File: src/rtl/hh_blit_scheduler.sv
// Frame RAM sequencer: round-robin hard-hat sprite blits into frame RAM,
// interleaved with periodic full-screen copies of frame RAM to the VGA adapter.
module hh_blit_scheduler #(
    parameter int X_SCREEN_PIXELS = 160,
    parameter int Y_SCREEN_PIXELS = 120,
    parameter int HH_W            = 30,
    parameter int HH_H            = 20,
    parameter int REFRESH_PERIOD  = 1250000
) (
    input  logic        clk,
    input  logic        iResetn,
    input  logic        iEnable,
    input  logic [4:0]  iReq,
    input  logic [14:0] iKind,
    output logic [9:0]  oSpriteAddr,
    output logic [2:0]  oSpriteSel,
    output logic [14:0] oRamAddr,
    output logic        oRamWren,
    output logic [7:0]  oX,
    output logic [6:0]  oY,
    output logic        oPlot,
    output logic        oBusy,
    output logic        oBlitDone,
    output logic        oFrameDone
);
    localparam int          NSLOT    = 5;
    localparam int          TW       = $clog2(REFRESH_PERIOD + 1);
    localparam logic [9:0]  SPR_LAST = 10'(HH_W * HH_H - 1);
    localparam logic [14:0] PIX_LAST = 15'(X_SCREEN_PIXELS * Y_SCREEN_PIXELS - 1);
    localparam logic [14:0] ROW_STEP = 15'(X_SCREEN_PIXELS - HH_W + 1);
    localparam logic [4:0]  COL_LAST = 5'(HH_W - 1);
    localparam logic [7:0]  X_LAST   = 8'(X_SCREEN_PIXELS - 1);

    typedef enum logic [1:0] {IDLE, BLIT, REFRESH} state_t;

    function automatic logic [14:0] slotOrigin(input logic [2:0] slot);
        case (slot)
            3'd0:    return 15'(15 * X_SCREEN_PIXELS + 47);
            3'd1:    return 15'(31 * X_SCREEN_PIXELS + 97);
            3'd2:    return 15'(63 * X_SCREEN_PIXELS + 126);
            3'd3:    return 15'(82 * X_SCREEN_PIXELS + 67);
            default: return 15'(53 * X_SCREEN_PIXELS + 10);
        endcase
    endfunction

    function automatic logic [2:0] nextSlot(input logic [2:0] slot);
        return (slot == 3'd4) ? 3'd0 : slot + 3'd1;
    endfunction

    state_t        state;
    logic [4:0]    pending;
    logic [2:0]    kindArr [NSLOT];
    logic [2:0]    lastGrant;
    logic [2:0]    grantSlot;
    logic [2:0]    cand;
    logic          anyPending;
    logic          grantNow;
    logic [TW-1:0] timer;
    logic          refreshPending;
    logic          expiry;
    logic          issuing;
    logic [4:0]    col;
    logic [14:0]   wrPtr;
    logic [7:0]    px;
    logic [6:0]    py;

    // Set wins over the grant-cycle clear so a request landing on its own grant is not lost.
    generate
        for (genvar gi = 0; gi < NSLOT; gi++) begin : gSlot
            logic       pendQ;
            logic [2:0] kindQ;
            logic [2:0] reqKind;
            assign reqKind     = iKind[3*gi +: 3];
            assign pending[gi] = pendQ;
            assign kindArr[gi] = kindQ;
            always_ff @(posedge clk or negedge iResetn) begin
                if (!iResetn) begin
                    pendQ <= 1'b0;
                    kindQ <= 3'b000;
                end else if (iReq[gi]) begin
                    pendQ <= 1'b1;
                    kindQ <= (reqKind == 3'b001 || reqKind == 3'b010 || reqKind == 3'b100)
                             ? reqKind : 3'b001;
                end else if (grantNow && grantSlot == 3'(gi)) begin
                    pendQ <= 1'b0;
                end
            end
        end
    endgenerate

    always_comb begin
        anyPending = 1'b0;
        grantSlot  = 3'd0;
        cand       = nextSlot(lastGrant);
        for (int k = 0; k < NSLOT; k++) begin
            if (!anyPending && pending[cand]) begin
                anyPending = 1'b1;
                grantSlot  = cand;
            end
            cand = nextSlot(cand);
        end
    end

    assign grantNow = (state == IDLE) && !refreshPending && anyPending;
    assign expiry   = iEnable && (timer == TW'(REFRESH_PERIOD - 1));

    // Expiries coalesce into a single flag; one landing on the entry edge re-arms it.
    always_ff @(posedge clk or negedge iResetn) begin
        if (!iResetn) begin
            timer          <= '0;
            refreshPending <= 1'b0;
        end else if (!iEnable) begin
            timer          <= '0;
            refreshPending <= 1'b0;
        end else begin
            timer <= expiry ? '0 : timer + TW'(1);
            if (expiry)
                refreshPending <= 1'b1;
            else if (state == IDLE)
                refreshPending <= 1'b0;
        end
    end

    always_ff @(posedge clk or negedge iResetn) begin
        if (!iResetn) begin
            state       <= IDLE;
            lastGrant   <= 3'd4;
            issuing     <= 1'b0;
            col         <= '0;
            wrPtr       <= '0;
            px          <= '0;
            py          <= '0;
            oSpriteAddr <= '0;
            oSpriteSel  <= '0;
            oRamAddr    <= '0;
            oRamWren    <= 1'b0;
            oX          <= '0;
            oY          <= '0;
            oPlot       <= 1'b0;
            oBusy       <= 1'b0;
            oBlitDone   <= 1'b0;
            oFrameDone  <= 1'b0;
        end else begin
            oBlitDone  <= 1'b0;
            oFrameDone <= 1'b0;
            case (state)
                IDLE: begin
                    oRamWren <= 1'b0;
                    oPlot    <= 1'b0;
                    if (refreshPending) begin
                        state    <= REFRESH;
                        issuing  <= 1'b1;
                        oBusy    <= 1'b1;
                        oRamAddr <= '0;
                        px       <= '0;
                        py       <= '0;
                    end else if (anyPending) begin
                        state       <= BLIT;
                        issuing     <= 1'b1;
                        oBusy       <= 1'b1;
                        oSpriteSel  <= kindArr[grantSlot];
                        lastGrant   <= grantSlot;
                        oSpriteAddr <= '0;
                        col         <= '0;
                        wrPtr       <= slotOrigin(grantSlot);
                    end
                end
                BLIT: begin
                    // Write lags the ROM address by one cycle to absorb ROM read latency.
                    oRamAddr  <= wrPtr;
                    oRamWren  <= issuing;
                    oBlitDone <= issuing && (oSpriteAddr == SPR_LAST);
                    if (!issuing) begin
                        state <= IDLE;
                        oBusy <= 1'b0;
                    end else if (oSpriteAddr == SPR_LAST) begin
                        issuing <= 1'b0;
                    end else begin
                        oSpriteAddr <= oSpriteAddr + 10'd1;
                        if (col == COL_LAST) begin
                            col   <= '0;
                            wrPtr <= wrPtr + ROW_STEP;
                        end else begin
                            col   <= col + 5'd1;
                            wrPtr <= wrPtr + 15'd1;
                        end
                    end
                end
                REFRESH: begin
                    oRamWren   <= 1'b0;
                    oX         <= px;
                    oY         <= py;
                    oPlot      <= issuing;
                    oFrameDone <= issuing && (oRamAddr == PIX_LAST);
                    if (!issuing) begin
                        state <= IDLE;
                        oBusy <= 1'b0;
                    end else if (oRamAddr == PIX_LAST) begin
                        issuing <= 1'b0;
                    end else begin
                        oRamAddr <= oRamAddr + 15'd1;
                        if (px == X_LAST) begin
                            px <= '0;
                            py <= py + 7'd1;
                        end else begin
                            px <= px + 8'd1;
                        end
                    end
                end
                default: state <= IDLE;
            endcase
        end
    end
endmodule
File: config.mk
export PLATFORM = sky130hd
export DESIGN_NAME = hh_blit_scheduler
export DESIGN_NICKNAME = d
export VERILOG_FILES = /design/src/rtl/hh_blit_scheduler.sv
export SDC_FILE = /design/constraint.sdc
export NUM_CORES = 1
export LEC_CHECK = 0
export CORE_MARGIN = 2
export CORE_UTILIZATION = 35
export CTS_CLUSTER_DIAMETER = 200
export CTS_CLUSTER_SIZE = 12
export DETAILED_ROUTE_END_ITERATION = 10
export PLACE_DENSITY = 0.63
export SYNTH_ARGS = -nofsm -noshare
export SYNTH_HDL_FRONTEND = slang
export SYNTH_SLANG_ARGS = --single-unit
File: constraint.sdc
create_clock -name clk -period 4.25 [get_ports clk]
set_input_delay 0.85 -clock clk [delete_from_list [all_inputs] [get_ports clk]]
set_output_delay 0.85 -clock clk [all_outputs]
set_load 0.05 [all_outputs]
==> results.json <==
{
  "outcome": "finished, final reports clean",
  "crit_family": "compound AO/OA/AOI/OAI gates",
  "drive_above_1_share_pct": 15.9,
  "layout.nets": 964,
  "maxUsedRoutingLayer": "met4",
  "placed_cells": 1171,
  "clockBufferDepth": 2,
  "arrival_ns": 4.43,
  "ctsRootBufferMaster": "clkbuf_16",
  "worst-path-stages": 16,
  "max_freq_ghz": 0.241,
  "fin_setup_tns_ns": 0,
  "cts_sinks": 131,
  "synth_most_common_cell": "dfrtp_1",
  "syn_area_sq_um": 7690,
  "start_util_pct": 35.5,
  "rows": 54,
  "hold_path.class": "input port to asynchronous set/reset pin",
  "crit_chain": "buf_4 > ha_2 > a21o_1 > a22oi_4 > ha_4 > a211oi_1 > o311a_2 > mux2i_4 > or3_4 > a31oi_4 > a21oi_4 > buf_4 > a211oi_4 > nand4_1 > a211oi_2 > a211oi_1",
  "timing.final.crit_share_pct": 97.4,
  "portBuffers": 70,
  "synth-seq-cells": 131,
  "route.met3.wl_um": 736,
  "end_kind": "flop",
  "p_leak_nw": 3.99,
  "ys.flop_type": "dfrtp_1",
  "cp_max_fo": 11,
  "drt_first_pass_iters": 6,
  "cts_tree": "done",
  "n_antenna_cell": 0,
  "netlist_top_cells_area": "dfrtp_1 42%, nand2_1 4.4%, o21ai_0 4.0%",
  "holdBufCountCts": 0,
  "core_sq_um": 21700,
  "crit_path_top_delay_cell": "o311a_2",
  "wl_mm": 18.2,
  "path_class": "flop to flop",
  "critPathBufInv": 2,
  "grt_util_all_layers_pct": 15.6,
  "grt_pass1_vias": 6085,
  "synth.distinct_cells": 85,
  "ff2ff_path_depth": 16,
  "critPathRequiredTime_ns": 4.54,
  "slew_violations": 0,
  "drt-met1-wl_mm": 8.77,
  "htree_levels": 4,
  "fin_crit_ns": 4.14,
  "syn_area_per_cell_sq_um": 9.34,
  "via_per_inst": 5.35,
  "async_flop_share_pct": 100,
  "final_util_pct": 44.5,
  "overflow": 0,
  "grt_max_degree": 72,
  "synth_common_cells": "130 x dfrtp_1, 90 x nand2_1, 82 x nor2_1",
  "synth_top_cell_by_area": "dfrtp_1",
  "drc_errors": 0,
  "pwr_density_cell_nw_per_um2": 844,
  "layout_setup_ws_ns": 0.109,
  "hold_viol_final": 0,
  "die_area_sq_um": 23200,
  "slew_headroom_pct": 51.9,
  "io_pins": 71,
  "setup.worst_path.start_class": "flop",
  "finClkSkew_ns": 0.0101,
  "grt_pass1_wl_mm": 30.1,
  "worstSkewPairLatency_ns": 0.43,
  "path_clk_slew_ns": 0.06,
  "fin_cells": 1211,
  "nFillCells": 2041,
  "antenna_found_initial": 0,
  "die-height_um": 152,
  "drt-wirelength-per-cell_um": 15.0,
  "syn2layout_area_growth_pct": 25.5,
  "ys_warn_count": 0,
  "setup_violations": 0,
  "synthesis.nets": 869,
  "synth-seq-area-share_pct": 42.7,
  "yosys.area.top_type_share_pct": 42.3,
  "syn_inst": 823,
  "place_ws_ns": 0.0205,
  "ir_drop_mv": 0.424,
  "numCtsBuffers": 17,
  "route.vias.total": 6475,
  "gp_congestion": 0.817,
  "drt_iter0_markers": 313,
  "worstMarginPinSlew_ns": 0.719,
  "wl_met2_mm": 8.31,
  "maxCapViolations": 0,
  "dpl.hpwl_mm": 12.8,
  "antenna_left": 0,
  "synth_edf_count": 0,
  "cpPeakStageDelay_ns": 0.47,
  "die_w_um": 152
}
[power breakdown]
part           internal [mW]  switching [mW]
clock                   1.02           0.557
combinational           2.04            2.79
sequential              1.47           0.274
total                   4.52            3.62
[per-stage QoR]
| step | cell area, sq um | power (mW) | hold WS (ns) |
|---|---|---|---|
| final | 9650 | 8.14 | 0.401 |
| after detailed placement | 8820 | 6.03 | 0.476 |
| after global routing | 9650 | 8.66 | 0.475 |
| after floorplan | 7690 | 4.81 | 0.446 |
| after global placement | 8820 | 5.98 | 0.475 |
| after CTS | 9460 | 7.64 | 0.444 |
[layout make-up]
class | instances | area (sq um) | share of cell area (%)
inverters | 34 | 128 | 1.32
well taps | 280 | 350 | 3.63
flip-flops and latches | 131 | 3280 | 34.0
multi-input cells | 630 | 4270 | 44.3
clock inverters | 11 | 176 | 1.83
clock buffers | 21 | 460 | 4.77
repair buffers | 104 | 982 | 10.2
[placed cells by master (no fill, tap or decap), drive strengths merged, types with 14 or more instances in the layout]
cell type      netlist  final
xor2                18     18
buf                  9     35
a21oi               34     34
mux2i               15     15
a22o                23     23
xnor2               18     18
ha                  22     22
dfrtp              130    130
and3                14     14
nand4               14     14
nand3               47     47
clkdlybuf4s50        0     69
clkbuf              19     21
nor2                84     84
nand2               90     90
nor3                24     24
o21ai               70     70
inv                 34     35
mux2                21     21
[state kept, by name, indices dropped and copies added, names as in the netlist, 2 cells and up]
register     flops
timer           21
col              5
oRamAddr        15
wrPtr           15
oY               7
lastGrant        3
gSlot.kindQ     15
px               8
oX               8
state            2
oSpriteAddr     10
gSlot.pendQ      5
oSpriteSel       3
py               7
[worst reg2reg max path: cells and delay by family, from the launching register on]
kind	cells	cell delay, ns
AOI/OAI and AO/OA	9	1.97
adders and majority gates	2	0.42
buffers and inverters	2	0.31
DFF	1	0.37
muxes	1	0.24
and+or+nand+nor	2	0.69
[logic make-up (layout without fill, tap and decap cells)]
logic type	count (synthesis)	in the layout	synth area share [%]
simple gates	331	331	21.4
compound gates	202	202	18.8
flops	131	131	42.7
buf+inv	62	170	3.51
mux	38	38	5.66
xor+xnor	36	36	4.10
fa+ha+maj	23	23	3.84
[final timing paths]
path,from,to,slack [ns]
max in group asynchronous,iResetn,wrPtr[10],2.98
min in group clk,timer[0],timer[0],0.48
setup reg to reg,lastGrant[1],oSpriteSel[2],0.11
hold / removal,iResetn,py[4],0.40
hold reg to reg,timer[0],timer[0],0.48
setup / recovery,lastGrant[1],oSpriteSel[2],0.11
[timing repair]
item,4_1_cts,5_1_grt
buffers inserted,0,8
setup endpoints to repair,0,40
resized for setup,0,27
[per-layer routing]
metal	track usage (%)	vias up
met3	3.07	32
met1	21.2	3124
li1	-	3179
met5	0	-
met4	5.92	0
met2	24.7	140
Note: power is estimated with default switching activity, not from simulation.
